<file path="src/rtl/ifetch_arbiter_if.sv">
// Bus bundle between the instruction-fetch arbiter, its cores and the shared
// synchronous-read instruction memory port.
// The master modport is the arbiter's view. The slave modport is the view of
// the cores and memory that drive it.
interface ifetch_arbiter_if #(
    parameter int NCORE = 4,
    parameter int AW    = 32
);
    logic [NCORE-1:0]    req;
    logic [NCORE*AW-1:0] addr;
    logic [NCORE-1:0]    flush;
    logic [NCORE-1:0]    gnt;
    logic                mem_en;
    logic [AW-1:0]       mem_addr;
    logic [31:0]         mem_rdata;
    logic [31:0]         inst_out;
    logic [NCORE-1:0]    fetch_en;

    modport master (
        input  req, addr, flush, mem_rdata,
        output gnt, mem_en, mem_addr, inst_out, fetch_en
    );

    modport slave (
        output req, addr, flush, mem_rdata,
        input  gnt, mem_en, mem_addr, inst_out, fetch_en
    );
endinterface

</file>
<file path="src/rtl/ifetch_arbiter.sv">
// Round-robin arbiter sharing one synchronous-read instruction memory among
// NCORE cores.
// - Grant is combinational, in the same cycle as the request.
// - Return valid (fetch_en) is registered one cycle after the grant and is
//   masked by that core's flush.
// - Optional per-core stall counters are enabled by defining IFETCH_ARB_PERF_EN.
//   They add the stall_cnt port.
module ifetch_arbiter #(
    parameter int NCORE = 4,
    parameter int AW    = 32
) (
    input  logic                clk,
    input  logic                reset,
    ifetch_arbiter_if.master    bus
`ifdef IFETCH_ARB_PERF_EN
    ,
    output logic [NCORE*16-1:0] stall_cnt
`endif
);
    localparam int PW = (NCORE > 1) ? $clog2(NCORE) : 1;

    logic [PW-1:0]    ptr;
    logic [NCORE-1:0] ereq;
    logic [NCORE-1:0] gnt_w;
    logic [NCORE-1:0] rv;
    logic [PW-1:0]    gidx;
    logic             any_gnt;
    logic [AW-1:0]    maddr;
    logic [PW:0]      ptr_nxt;

    // (base + off) mod NCORE, one bit wider than PW so the sum cannot overflow
    function automatic logic [PW:0] wrap_add(input logic [PW-1:0] base, input int off);
        logic [PW:0] s;
        s = {1'b0, base} + (PW+1)'(off);
        if (s >= (PW+1)'(NCORE)) begin
            s = s - (PW+1)'(NCORE);
        end
        return s;
    endfunction

    // Priority search starting at ptr; grants are forced off while reset is high
    always_comb begin
        ereq    = bus.req & ~bus.flush;
        gnt_w   = '0;
        gidx    = '0;
        any_gnt = 1'b0;
        if (!reset) begin
            for (int i = 0; i < NCORE; i++) begin
                for (int j = 0; j < NCORE; j++) begin
                    if (!any_gnt && (wrap_add(ptr, i) == (PW+1)'(j)) && ereq[j]) begin
                        any_gnt  = 1'b1;
                        gnt_w[j] = 1'b1;
                        gidx     = PW'(j);
                    end
                end
            end
        end
    end

    // Address mux driven by the one-hot grant; zero when idle
    always_comb begin
        maddr = '0;
        for (int j = 0; j < NCORE; j++) begin
            if (gnt_w[j]) begin
                maddr = maddr | bus.addr[j*AW +: AW];
            end
        end
    end

    assign ptr_nxt = wrap_add(gidx, 1);

    // Pointer moves past the winner only when a grant was issued.
    // The return register records who owns next cycle's memory data.
    always_ff @(posedge clk or posedge reset) begin
        if (reset) begin
            ptr <= '0;
            rv  <= '0;
        end else begin
            rv <= gnt_w;
            if (any_gnt) begin
                ptr <= ptr_nxt[PW-1:0];
            end
        end
    end

    assign bus.gnt      = gnt_w;
    assign bus.mem_en   = any_gnt;
    assign bus.mem_addr = maddr;
    assign bus.inst_out = bus.mem_rdata;
    // A redirect in the return cycle drops the word; memory data is simply ignored
    assign bus.fetch_en = rv & ~bus.flush;

`ifdef IFETCH_ARB_PERF_EN
    for (genvar g = 0; g < NCORE; g++) begin : gen_perf
        logic [15:0] cnt;

        // Saturating count of cycles core g wanted the port but lost arbitration
        always_ff @(posedge clk or posedge reset) begin
            if (reset) begin
                cnt <= '0;
            end else if (ereq[g] && !gnt_w[g] && (cnt != 16'hFFFF)) begin
                cnt <= cnt + 16'd1;
            end
        end

        assign stall_cnt[g*16 +: 16] = cnt;
    end
`endif
endmodule

</file>
<file path="src/flat_wrapper.sv">
// flat-port wrapper written by rule: the top's interface ports become plain ports
module ifetch_arbiter_flat 
#(
    parameter int NCORE = 4,
    parameter int AW    = 32
)
  (clk, reset, bus_req, bus_addr, bus_flush, bus_mem_rdata, bus_gnt, bus_mem_en, bus_mem_addr, bus_inst_out, bus_fetch_en);
  ifetch_arbiter_if #(.NCORE(NCORE), .AW(AW)) bus_i ();
  input  logic clk;
  input  logic reset;
  input wire logic [$bits(bus_i.req)-1:0] bus_req;
  input wire logic [$bits(bus_i.addr)-1:0] bus_addr;
  input wire logic [$bits(bus_i.flush)-1:0] bus_flush;
  input wire logic [$bits(bus_i.mem_rdata)-1:0] bus_mem_rdata;
  output wire logic [$bits(bus_i.gnt)-1:0] bus_gnt;
  output wire logic [$bits(bus_i.mem_en)-1:0] bus_mem_en;
  output wire logic [$bits(bus_i.mem_addr)-1:0] bus_mem_addr;
  output wire logic [$bits(bus_i.inst_out)-1:0] bus_inst_out;
  output wire logic [$bits(bus_i.fetch_en)-1:0] bus_fetch_en;
  assign bus_i.req = bus_req;
  assign bus_i.addr = bus_addr;
  assign bus_i.flush = bus_flush;
  assign bus_i.mem_rdata = bus_mem_rdata;
  assign bus_gnt = bus_i.gnt;
  assign bus_mem_en = bus_i.mem_en;
  assign bus_mem_addr = bus_i.mem_addr;
  assign bus_inst_out = bus_i.inst_out;
  assign bus_fetch_en = bus_i.fetch_en;
  ifetch_arbiter #(.NCORE(NCORE), .AW(AW)) u_core (.clk(clk), .reset(reset), .bus(bus_i));
endmodule
</file>
<file path="config.mk">
export PLATFORM = sky130hd
export DESIGN_NAME = ifetch_arbiter_flat
export DESIGN_NICKNAME = d
export VERILOG_FILES = /design/src/rtl/ifetch_arbiter_if.sv /design/src/rtl/ifetch_arbiter.sv /design/src/flat_wrapper.sv
export SDC_FILE = /design/constraint.sdc
export NUM_CORES = 1
export LEC_CHECK = 0
export BUFFER_PORTS_ARGS = -buffer_cell sky130_fd_sc_hd__buf_2
export CORE_AREA = 2 2 94 96
export CTS_BUF_LIST = sky130_fd_sc_hd__clkbuf_8
export DETAILED_ROUTE_END_ITERATION = 6
export DIE_AREA = 0 0 96 98
export PLACE_DENSITY = 0.59
export SLEW_MARGIN = 20
export SYNTH_ARGS = -nofsm -noshare
export SYNTH_HDL_FRONTEND = slang
export SYNTH_SLANG_ARGS = --single-unit
export TNS_END_PERCENT = 30
</file>
<file path="constraint.sdc">
create_clock -name clk -period 2.3 [get_ports clk]
set_clock_uncertainty 0.05 [all_clocks]
set_input_delay 0.23 -clock clk [delete_from_list [all_inputs] [get_ports clk]]
set_output_delay 0.23 -clock clk [all_outputs]
set_load 0.1 [all_outputs]
</file>
==> impl_metrics.json, run 1 <==
{
  "hold_path_class": "input port to async pin",
  "slew_headroom_pct": 67.4,
  "violations": "setup timing",
  "grt_util_all_layers_pct": 12.6,
  "post-route-min-period_ns": 2.37,
  "synth_nets": 334,
  "first_global_vias": 1959,
  "drt_pass1_iterations": 4,
  "arrival_ns": 2.09,
  "rsz0062_at_grt": "true",
  "final_area_um2": 3120,
  "ys_warn_count": 0,
  "dieArea_um2": 9410,
  "ys_types": 29,
  "clkLatencyLatePin_ns": 0.23,
  "diodes": 0,
  "grt_util_met3_pct": 3.16,
  "max_freq_mhz": 422,
  "area_growth_syn_to_layout_pct": 110,
  "cts_tree": "built",
  "drc": 0,
  "p_leak_uw": 0.00151,
  "die_w_um": 96,
  "use_met2_pct": 21.8,
  "grt-ovfl-total": 0,
  "syn_area_per_cell_um2": 9.06,
  "totalWireLength_mm": 6.90,
  "portBuffers": 178,
  "num_rows": 34,
  "gp_congestion": 0.787,
  "yosysSeqAreaShare_pct": 10.1,
  "syn_area_um2": 1490,
  "chipHeight_um": 98,
  "fin_util_pct": 36.9,
  "cts_buffers": 3,
  "hold_viol_final": 0,
  "cts.path.max_buffers": 2,
  "htree_levels": 1,
  "place_inst": 411,
  "outcome": "complete, but fails checks",
  "ant_nets": 0,
  "report.final.slew_viol_count": 0,
  "grt_pass1_wl_mm": 9.52,
  "drv_cap": 0,
  "drive_gt1_share_pct": 71.2,
  "total_power_uw": 1600,
  "io_pins": 243,
  "initial_core_util_pct": 17.5,
  "final_common_cell": "buf_2",
  "fin_crit_sh_pct": 103,
  "cts.clk_slew.worst_paths_ns": 0.04,
  "grtUsageMet1_pct": 14.8,
  "busiest_layer": "met2",
  "fin_cells": 427,
  "worstPathMaxFanout": 8,
  "coreArea_um2": 8470,
  "first_iter_violations": 65,
  "grt_antenna_before_repair": 0,
  "power_density_nw_per_um2": 513,
  "crit_required_ns": 2.02,
  "finalSetupViolations": 32,
  "syn_inst": 164,
  "cp-end-kind": "primary output",
  "post_drt_wl_per_cell_um": 16.2,
  "vias": 2057,
  "ir_worst_vdd_mv": 0.306,
  "grt_max_degree": 35,
  "dp_hpwl_mm": 5.19,
  "cts_root_buffer": "clkbuf_8",
  "placed_cell_area_um2": 2900,
  "nets": 491,
  "timing.final.ws_setup_ns": -0.0715,
  "layout_common_cells": "buf_2, buf_12, a22o_1, a221o_1",
  "viasPerCell": 4.82,
  "worstSetupPathType": "register to primary output",
  "worst_setup_path_start_kind": "register",
  "synth-seq-cells": 6,
  "cts_sinks": 6,
  "worst_pin_slew_ns": 0.493
}
## registers in the layout, indices dropped and copies added, names as in the netlist
signal,cells
u_core.ptr,2
u_core.rv,4
## final cells by class
cell class | instances | area, µm²
inverters | 2 | 7.51
fillers | 858 | 5340
flip-flops and latches | 6 | 151
multi-input cells | 108 | 1080
clock buffers | 3 | 41.3
repair buffers | 200 | 1710
well taps | 108 | 135
## cells in the mapped netlist
cell | count | area, µm²
o21ai_2 | 1 | 8.76
inv_1 | 2 | 7.51
o22ai_1 | 2 | 12.5
and3_1 | 1 | 6.26
nor4_4 | 1 | 21.3
nor3_2 | 1 | 10.0
nand2b_4 | 4 | 55.1
a221o_1 | 32 | 320
nand3_1 | 2 | 10.0
nor2b_1 | 7 | 43.8
dfrtp_1 | 6 | 150
a21boi_1 | 2 | 15.0
a21oi_1 | 4 | 20.0
o211ai_1 | 1 | 7.51
a2111oi_4 | 1 | 27.5
a22oi_1 | 2 | 15.0
a22o_1 | 32 | 280
o22a_1 | 1 | 8.76
and2b_1 | 1 | 7.51
buf_4 | 33 | 248
buf_6 | 8 | 90.1
o21a_1 | 1 | 7.51
a31oi_1 | 3 | 18.8
o21ai_0 | 2 | 10.0
nor2_1 | 2 | 7.51
a21oi_2 | 3 | 26.3
nand3b_1 | 1 | 7.51
a21o_1 | 1 | 7.51
buf_2 | 7 | 35.0
## stage by stage
stage	setup WS, ns	hold slack (ns)	setup TNS [ns]
finish	-0.0715	0.0425	-1.72
global route	-0.109	0.0712	-3.09
CTS	-0.0123	0.0309	-0.0386
detailed placement	0.105	0.281	0
global placement	0.156	0.279	0
floorplan	-0.0873	-0.0101	-1.75
## cell families (layout without fill, tap and decap cells)
group | count (synthesis) | in the layout | synth area share (%)
AO/OA/AOI/OAI | 88 | 88 | 52.9
flip-flops | 6 | 6 | 10.1
buffers and inverters | 50 | 205 | 25.6
AND/OR/NAND/NOR | 20 | 20 | 11.4
## worst max-delay path, cell delays in order (launching register included)
cell	delay, ns
dfrtp_2	0.44
buf_6	0.14
buf_6	0.11
a21oi_2	0.10
o22ai_1	0.08
and3_4	0.24
clkbuf_16	0.18
a221o_1	0.37
buf_12	0.19
## where the power goes
part / internal [µW] / total [µW] / switching, µW
clock network: 113 / 167 / 53.5
registers: 118 / 129 / 11.0
logic: 531 / 1300 / 773
total: 762 / 1600 / 838
## timing repair
action                                  4_1_cts  5_1_grt
buffers inserted                              0        9
gates cloned                                  0        4
hold buffers                                  0        0
gates resized for setup                       4        9
pin swaps                                     1       36
endpoints found under the setup margin       32       32
## final timing paths
check	startpoint	end	slack, ns	cells after the start
worst max register to register	u_core.ptr[1]	u_core.rv[2]	0.61	7
worst max-delay path	u_core.ptr[1]	bus_mem_addr[0]	-0.07	8
worst min register to register	u_core.ptr[0]	u_core.ptr[0]	0.65	2
min in group clk	bus_mem_rdata[0]	bus_inst_out[0]	0.41	0
worst min-delay path	reset	u_core.ptr[0]	0.04	3
max in group asynchronous	reset	u_core.ptr[1]	2.02	3
## per-layer routing
layer / vias to the layer above / share of wire [%]
li1: 957 / -
met1: 954 / 37
met2: 128 / 51
met3: 18 / 9.7
met4: 0 / 2.0
met5: - / 0
Power figures use the tool's default switching activity.
==> run 2: changes to the inputs <==
--- a/config.mk
+++ b/config.mk
@@ -11,6 +11,7 @@
 export DETAILED_ROUTE_END_ITERATION = 6
 export DIE_AREA = 0 0 96 98
 export PLACE_DENSITY = 0.59
+export SETUP_SLACK_MARGIN = 0.15
 export SLEW_MARGIN = 20
 export SYNTH_ARGS = -nofsm -noshare
 export SYNTH_HDL_FRONTEND = slang
==> run 2 against run 1 <==
Cell count shrank 1.9%. Sequential power is essentially flat. The run now ends clean. Die area is the same. Via count shrank 1.0%. Largest power group unchanged. Critical endpoint is now bus_mem_addr[27]. Global-route usage is essentially flat. Highest routed layer unchanged.
==> impl_metrics.json, run 2 (synthesized netlist as in run 1, its figures left out) <==
{
  "largest-register": "u_core.rv",
  "p_leak_uw": 0.00146,
  "cts_buffers": 3,
  "num_rows": 34,
  "grt_antenna_before_repair": 0,
  "totalWireLength_mm": 6.67,
  "rsz0062_at_grt": "true",
  "layout_common_cells": "buf_2, buf_12, a22o_1, a221o_1, a221o_4",
  "grt-ovfl-total": 0,
  "clkLatencyLatePin_ns": 0.24,
  "coreArea_um2": 8470,
  "dp_hpwl_mm": 5.19,
  "worst_pin_slew_ns": 0.493,
  "cts_sinks": 6,
  "drive_gt1_share_pct": 70.4,
  "die_w_um": 96,
  "cts.clk_slew.worst_paths_ns": 0.05,
  "viasPerCell": 4.86,
  "final_common_cell": "buf_2",
  "dieArea_um2": 9410,
  "diodes": 0,
  "nets": 483,
  "p_comb_share_pct": 81.2,
  "p_seq_share_pct": 8.0,
  "htree_levels": 1,
  "cts_tree": "built",
  "reg_top3": "u_core.rv: 4 flops, u_core.ptr: 2 flops",
  "power.internal_uw": 743,
  "area_growth_syn_to_layout_pct": 105,
  "io_pins": 243,
  "drc": 0,
  "drv_cap": 0,
  "cts_root_buffer": "clkbuf_8",
  "vias": 2036,
  "outcome": "finished, final reports clean",
  "post-route-min-period_ns": 2.28,
  "ant_nets": 0,
  "place_inst": 411,
  "whs_ns": 0.0367,
  "max_freq_mhz": 438,
  "hold_viol_final": 0,
  "initial_core_util_pct": 17.5,
  "ir_worst_vdd_mv": 0.304,
  "drt_pass1_iterations": 4,
  "grt_pass1_wl_mm": 9.53,
  "first_iter_violations": 57,
  "slew_headroom_pct": 67.4,
  "post_drt_wl_per_cell_um": 15.9,
  "grt_max_degree": 35,
  "cp-end-kind": "primary output",
  "first_global_vias": 1976,
  "power_switching_uw": 839,
  "finalSetupViolations": 0,
  "clock_power_share_pct": 10.8,
  "crit_required_ns": 2.02,
  "grt_util_all_layers_pct": 12.7,
  "gp_congestion": 0.787,
  "report.final.slew_viol_count": 0,
  "worst_setup_path_start_kind": "register",
  "cts.path.max_buffers": 2,
  "chipHeight_um": 98,
  "fin_cells": 419,
  "largest_reg_flops": 4,
  "power_density_nw_per_um2": 521,
  "fin_crit_sh_pct": 99.3,
  "arrival_ns": 2.00,
  "hold_path_class": "input port to async pin",
  "portBuffers": 178,
  "p_sw_share_pct": 53.0,
  "worstPathMaxFanout": 17,
  "worstSetupPathType": "register to primary output"
}
run 2: changes by cell type in the layout (fill, tap and decap cells not counted):
cell,before,now
buf_4,9,3
clkbuf_16,3,1
a21boi_2,1,0
buf_2,142,143
a21boi_4,0,1
clkbuf_4,1,0
o21ai_4,0,1
o21ai_2,1,0
run 2: timing repair:
action	4_1_cts	5_1_grt
pin swaps	23	16
setup endpoints to repair	32	32
gates cloned	0	1
hold buffers	0	0
resized for setup	4	9
setup buffers	1	3
run 2: cell type report:
type | count | area (µm²)
Inverter | 2 | 7.51
Fill cell | 862 | 5430
Sequential cell | 6 | 151
Multi-Input combinational cell | 108 | 1090
Timing Repair Buffer | 192 | 1610
Clock buffer | 3 | 41.3
Tap cell | 108 | 135
run 2: critical path: stages, from the launching register on:
cell and delay (ns):
dfrtp_2 0.41, buf_2 0.16, a21oi_2 0.11, o22ai_1 0.09, and3_4 0.22, buf_12 0.16
a221o_4 0.44, buf_12 0.17
run 2: power groups by stage:
stage	sequential, µW	clock [µW]	combinational, µW
3_3_place_gp	134	0	1220
3_5_place_dp	136	0	1230
6_report	126	171	1290
5_1_grt	126	184	1330
4_1_cts	133	170	1250
2_1_floorplan	124	0	1040
run 2: metal layers:
metal	track usage, %	vias to the layer above	wire length (µm)
met5	0	-	0
met4	4.40	0	119
met2	22.2	134	3430
li1	-	941	-
met3	3.09	14	647
met1	14.7	947	2470
run 2: path summary, 6_finish.rpt:
check | start | to | slack (ns) | cells after the start
worst max-delay path | u_core.ptr[1] | bus_mem_addr[27] | 0.02 | 7
worst min-delay path | reset | u_core.rv[0] | 0.04 | 3
worst max register to register | u_core.ptr[1] | u_core.rv[2] | 0.84 | 6
worst min register to register | u_core.ptr[0] | u_core.ptr[0] | 0.64 | 2
max in group asynchronous | reset | u_core.rv[1] | 2.02 | 3
min in group clk | bus_mem_rdata[0] | bus_inst_out[0] | 0.41 | 0
run 2: per-stage QoR:
step / TNS (ns) / instance area, µm² / total power [µW] / setup slack, ns / utilization (%)
global route: -0.257 / 3040 / 1640 / -0.0348 / 35.9
finish: 0 / 3040 / 1580 / 0.0152 / 35.9
detailed placement: 0 / 2900 / 1370 / 0.105 / 34.2
floorplan: -1.75 / 1600 / 1160 / -0.0873 / -
CTS: 0 / 2960 / 1550 / 0.00144 / 35.0
global placement: 0 / 2900 / 1360 / 0.156 / 34.2
